==> src/rtl/alu_sequencer_pkg.sv <==
// Shared types for the ALU sequencer and its ALU: op encoding, widths, FSM states.
// Latency: n/a (declarations only).
// Backpressure: n/a.
package alu_sequencer_pkg;

    localparam int DW   = 8;
    localparam int NREG = 4;
    localparam int RW   = $clog2(NREG);

    typedef enum logic [1:0] {
        OP_SUB  = 2'd0,
        OP_ADD  = 2'd1,
        OP_NAND = 2'd2,
        OP_RSVD = 2'd3
    } alu_op_e;

    typedef enum logic [1:0] {
        ST_IDLE = 2'd0,
        ST_EXEC = 2'd1,
        ST_RESP = 2'd2
    } seq_state_e;

    // Per-command bookkeeping that must survive until the EXEC cycle.
    typedef struct packed {
        logic [RW-1:0] rd;
        logic          nowb;
    } cmd_meta_t;

endpackage

==> src/rtl/regfile.sv <==
// Four-entry register file: two asynchronous read ports, one synchronous write port.
// Latency: reads combinational; a write is visible after the clock edge that performs it.
// Backpressure: none; a write is taken whenever we is high.
module regfile
    import alu_sequencer_pkg::*;
(
    input  logic          clk,
    input  logic          rst_n,
    input  logic [RW-1:0] raddr0,
    output logic [DW-1:0] rdata0,
    input  logic [RW-1:0] raddr1,
    output logic [DW-1:0] rdata1,
    input  logic          we,
    input  logic [RW-1:0] waddr,
    input  logic [DW-1:0] wdata
);

    logic [NREG-1:0][DW-1:0] mem;

    // Synchronous clear, then single-port write.
    always_ff @(posedge clk) begin
        if (!rst_n) begin
            mem <= '0;
        end else if (we) begin
            mem[waddr] <= wdata;
        end
    end

    assign rdata0 = mem[raddr0];
    assign rdata1 = mem[raddr1];

endmodule

==> src/rtl/alu_sequencer.sv <==
// Issues one register/immediate command at a time to an external ALU and writes back the result.
// Latency: accept at edge N, register/flags/response written at edge N+1; one command per 3 cycles max.
// Backpressure: cmd_ready only in IDLE; response held stable in RESP until rsp_ready.
module alu_sequencer
    import alu_sequencer_pkg::*;
(
    input  logic          clk,
    input  logic          rst_n,
    input  logic          cmd_valid,
    output logic          cmd_ready,
    input  logic [1:0]    cmd_op,
    input  logic [RW-1:0] cmd_rd,
    input  logic [RW-1:0] cmd_rs,
    input  logic          cmd_use_imm,
    input  logic [DW-1:0] cmd_imm,
    input  logic          cmd_nowb,
    output logic [DW-1:0] alu_a,
    output logic [DW-1:0] alu_b,
    output logic [1:0]    alu_op,
    input  logic [DW-1:0] alu_out,
    input  logic          alu_zero,
    input  logic          alu_carry,
    output logic          rsp_valid,
    input  logic          rsp_ready,
    output logic [DW-1:0] rsp_data,
    output logic          rsp_zero,
    output logic          rsp_carry
);

    seq_state_e    state_q, state_d;
    cmd_meta_t     meta_q;
    logic          accept;
    logic          rf_we;
    logic [DW-1:0] rf_rs_dat;
    logic [DW-1:0] rf_rd_dat;
    // The {Z,C} flag register and the response flags are captured at the same
    // moment and cleared by the same reset, so one register serves both.
    logic [1:0]    flags_q;

    regfile u_regfile (
        .clk    (clk),
        .rst_n  (rst_n),
        .raddr0 (cmd_rs),
        .rdata0 (rf_rs_dat),
        .raddr1 (cmd_rd),
        .rdata1 (rf_rd_dat),
        .we     (rf_we),
        .waddr  (meta_q.rd),
        .wdata  (alu_out)
    );

    // State register.
    always_ff @(posedge clk) begin
        if (!rst_n) begin
            state_q <= ST_IDLE;
        end else begin
            state_q <= state_d;
        end
    end

    // Next-state and control decode; cmd_ready is held low while reset is asserted.
    always_comb begin
        state_d   = state_q;
        cmd_ready = 1'b0;
        accept    = 1'b0;
        rf_we     = 1'b0;
        rsp_valid = 1'b0;
        case (state_q)
            ST_IDLE: begin
                cmd_ready = rst_n;
                if (cmd_valid && rst_n) begin
                    accept  = 1'b1;
                    state_d = ST_EXEC;
                end
            end
            ST_EXEC: begin
                rf_we   = ~meta_q.nowb;
                state_d = ST_RESP;
            end
            ST_RESP: begin
                rsp_valid = 1'b1;
                if (rsp_ready) begin
                    state_d = ST_IDLE;
                end
            end
            default: state_d = ST_IDLE;
        endcase
    end

    // Operand latch: the ALU inputs are the latched operands themselves, so they
    // change only on acceptance and hold the last-issued values otherwise.
    // Both operands are read before any write, so rd == rs sees the old value.
    always_ff @(posedge clk) begin
        if (!rst_n) begin
            alu_a  <= '0;
            alu_b  <= '0;
            alu_op <= '0;
            meta_q <= '0;
        end else if (accept) begin
            alu_a  <= cmd_use_imm ? cmd_imm : rf_rs_dat;
            alu_b  <= rf_rd_dat;
            alu_op <= cmd_op;
            meta_q <= '{rd: cmd_rd, nowb: cmd_nowb};
        end
    end

    // Capture result and flags at the end of the EXEC cycle.
    always_ff @(posedge clk) begin
        if (!rst_n) begin
            rsp_data <= '0;
            flags_q  <= '0;
        end else if (state_q == ST_EXEC) begin
            rsp_data <= alu_out;
            flags_q  <= {alu_zero, alu_carry};
        end
    end

    assign rsp_zero  = flags_q[1];
    assign rsp_carry = flags_q[0];

endmodule

==> config.mk <==
export PLATFORM = sky130hd
export DESIGN_NAME = alu_sequencer
export DESIGN_NICKNAME = d
export VERILOG_FILES = /design/src/rtl/alu_sequencer_pkg.sv /design/src/rtl/regfile.sv /design/src/rtl/alu_sequencer.sv
export SDC_FILE = /design/constraint.sdc
export NUM_CORES = 1
export LEC_CHECK = 0
export BUFFER_PORTS_ARGS = -buffer_cell sky130_fd_sc_hd__clkbuf_2
export CAP_MARGIN = 20
export CORE_AREA = 2 2 98 100
export CTS_BUF_LIST = sky130_fd_sc_hd__clkbuf_4
export DETAILED_ROUTE_END_ITERATION = 7
export DIE_AREA = 0 0 100 102
export GPL_TIMING_DRIVEN = 1
export PLACE_DENSITY = 0.57
export RECOVER_POWER = 25
export REMOVE_ABC_BUFFERS = 1
export SYNTH_ARGS = -nofsm -noshare
export SYNTH_HDL_FRONTEND = slang
export SYNTH_HIERARCHICAL = 1
export SYNTH_SLANG_ARGS = --single-unit
==> constraint.sdc <==
create_clock -name clk -period 1.5 [get_ports clk]
set_clock_uncertainty 0.05 [all_clocks]
set_input_delay 0.15 -clock clk [delete_from_list [all_inputs] [get_ports clk]]
set_output_delay 0.15 -clock clk [all_outputs]
set_load 0.03 [all_outputs]
==> results.yml <==
worst_hold_path:
  min_from: "cmd_imm[0]"
  min_to: "alu_a[0]"
  timing.hold.worst_path_depth: 4
  worst_hold_path_type: "in -> reg"
route:
  routedWlPerCell_um: 14.29
  detail_route.drc_violations: 0
  antenna_violating_nets_post_route: 0
  wirelength_um: 6761
  via_count: 2250
  detailedRoute.firstIterationViolations: 91
  routed_via_density: 4.757
  length_of_the_first_detailed_routing_pass_in_iterations: 4
synthesis:
  yosys_warnings: 6
  netlist_instances: 281
  synth.cell_area_um2: 2863
  synth_seq_cells: 65
  synth.lib_cells_used.distinct: 22
  synth.avg_cell_area_um2: 10.19
  ys_seq_area_share_pct: 45.45
worst_setup_path:
  worst_r2r_endpoint: "u_regfile/mem[3]"
  critPathRequiredTime_ns: 1.30
  worst_flop_to_flop_path_startpoint: "state_q[1]"
  crit_fanout: 4
  arrival_ns: 1.23
  worstRegToRegCells: 4
  worst-setup-path-type: "reg -> out"
  setup.reg_to_reg.worst_slack_ns: 0.12
  worstSetupEndpointType: "output pin"
  critPathLaunchType: "register"
grt:
  grt_use_met3_pct: 2.873
  grt_util_met1_pct: 18.72
  grt_pass1_vias: 2201
  antenna_found_initial: 0
  grt_start_max_net_pins: 54
  grt_use_met2_pct: 22.87
  global_route.overflow_total: 0
  grt-busiest-layer: "met2"
  grt_use_total_pct: 14.46
  grt_pass1_wl_um: 11190
cells_and_area:
  antenna-diode-count: 0
  syn_to_layout_area_delta_pct: 25.79
  filler_cell_count: 911
  finalInstanceArea_um2: 3601
  multi_input_area_um2: 1429
  register_area_um2: 1304
  num-nets-final: 387
  final_cells: 473
  post_route_cells_drive_above_1_share_pct: 30.66
timing:
  setup_viol_count_final: 0
  post-route-min-period_ns: 1.428
  min_period_over_period_pct: 95.23
  slew_viol_final: 0
  fmax_ghz: 0.7001
  fin_setup_tns_ns: 0
  max_slew_headroom_pct: 75.43
  timing_worst_slew_pin_value_ns: 0.3686
  post-route-worst-setup-slack_ns: 0.07155
  report.final.hold_viol_count: 0
cts:
  tritoncts_num_sinks: 65
  tritoncts: "done"
  cts_max_level: 3
  post_cts_buffers: 0
  worstSkewPairLatency_ns: 0.41
  clk_pin_slew_ns: 0.13
  clock-root-buffer: "clkbuf_4"
  cts_inserted_buffers: 9
  cts.path.max_buffers: 2
power_and_ir_drop:
  post-layout-total-power_mw: 3.490
  p_leak_nw: 1.735
  vdd_ir_drop_max_v: 0.0003513
  pwr_density_cell_nw_per_um2: 969.2
place:
  post_dp_cell_area_um2: 3304
  place_worst_setup_slack_ns: -0.01412
  gp_routability_congestion: 0.7280
  portBuffers: 59
  numPlacedInstances: 443
  dp.final_hpwl_um: 4602
status:
  result_of_the_run: "complete, no violations"
floorplan:
  die_w_um: 100
  top_ports: 60
  core_region_area_um2: 9109
  initial_core_util_pct: 31.43
  dieHeight_um: 102
  floorplan.rows: 35
  dieArea_um2: 10200
job:
  drv_cap: 0
-- cell usage after synthesis, drive strengths merged --
cell type   n  area, um^2
dfxtp      65        1301
nor2        1       3.750
nor3b       1       7.510
o211a       8       80.08
nand2      94       352.8
buf        15       111.4
mux2i      40       400.4
or3b        1       8.760
mux4       16       360.4
clkbuf      8       31.28
and4bb      1       12.51
nor2b       3       18.77
nand3b      2       15.01
o21ai      13       65.06
o21a        1       7.510
a21boi     10       75.07
nand2b      1       6.260
nand3       1       5.000
-- worst max-delay path, stage by stage (launching register included) --
cell,delay (ns)
dfxtp_2,0.34
buf_4,0.14
nor3b_2,0.17
buf_4,0.18
-- layer usage --
| layer | up-vias | share of wire [%] |
|---|---|---|
| met3 | 16 | 4.4 |
| met4 | 0 | 2.5 |
| met5 | - | 0 |
| met1 | 1052 | 47 |
| met2 | 61 | 46 |
| li1 | 1121 | - |
-- cell type report --
class,count,area share (%)
multi-input cells,193,39.68
flip-flops and latches,65,36.21
clock buffers,9,1.876
well taps,111,3.857
clock inverters,7,1.981
repair buffers,88,16.40
-- layout by cell type (no fill, tap or decap), types with 2 or more instances in the layout --
master,instances
a21boi_0,10
buf_12,3
buf_4,14
clkbuf_2,57
clkbuf_4,9
clkinv_2,3
clkinv_4,3
dfxtp_1,63
dfxtp_2,2
dlygate4sd3_1,14
mux2i_1,40
mux4_2,16
nand2_1,94
nand3b_1,2
nor2b_1,2
o211a_1,8
o21ai_0,7
o21ai_1,6
-- sequential cells by signal (all words and copies together), names as in the netlist --
| name | flops |
|---|---|
| u_regfile/mem | 32 |
| alu_a | 8 |
| alu_b | 8 |
| rsp_data | 8 |
| meta_q | 3 |
| alu_op | 2 |
| flags_q | 2 |
| state_q | 2 |
-- report_power, final --
| part | total (mW) | switching (mW) | leakage, nW | internal, mW |
|---|---|---|---|---|
| combinational | 0.483 | 0.272 | 1.13 | 0.211 |
| clock | 1.18 | 0.677 | 0.0796 | 0.507 |
| sequential | 1.82 | 0.0362 | 0.528 | 1.79 |
-- stage by stage --
stage	hold WS, ns	util (%)
after global placement	0.3022	36.28
after CTS	0.0007309	39.45
after detailed placement	0.3159	36.28
after global routing	0.01757	39.53
after floorplan	0.2086	-
final	0.02141	39.53
-- kinds of logic (layout without fill, tap and decap cells) --
logic type / Yosys count / count (layout) / synth area share (%)
AO/OA/AOI/OAI: 32 / 32 / 7.955
buffers and inverters: 23 / 104 / 4.982
flip-flops: 65 / 65 / 45.45
multiplexers: 56 / 56 / 26.57
AND/OR/NAND/NOR: 105 / 105 / 15.03
-- worst max path at each step --
| stage | to | cells past startpoint | slack [ns] | from |
|---|---|---|---|---|
| floorplan | u_regfile/mem[0] | 4 | -0.15 | state_q[1] |
| global placement | u_regfile/mem[0] | 4 | 0.009 | state_q[1] |
| global route | cmd_ready | 3 | -0.0001 | state_q[0] |
| detailed placement | u_regfile/mem[3] | 4 | -0.01 | state_q[1] |
| finish | cmd_ready | 3 | 0.07 | state_q[0] |
| CTS | rsp_valid | 3 | 0.007 | state_q[1] |
-- what timing repair did --
| item | CTS | global route |
|---|---|---|
| gates resized for setup | 3 | 7 |
| hold endpoints to repair | 15 | 0 |
| pin swaps | 0 | 1 |
| cloned | 0 | 0 |
| hold buffers | 14 | 0 |
| setup endpoints to repair | 8 | 2 |
Note: power is estimated with default switching activity, not from simulation.
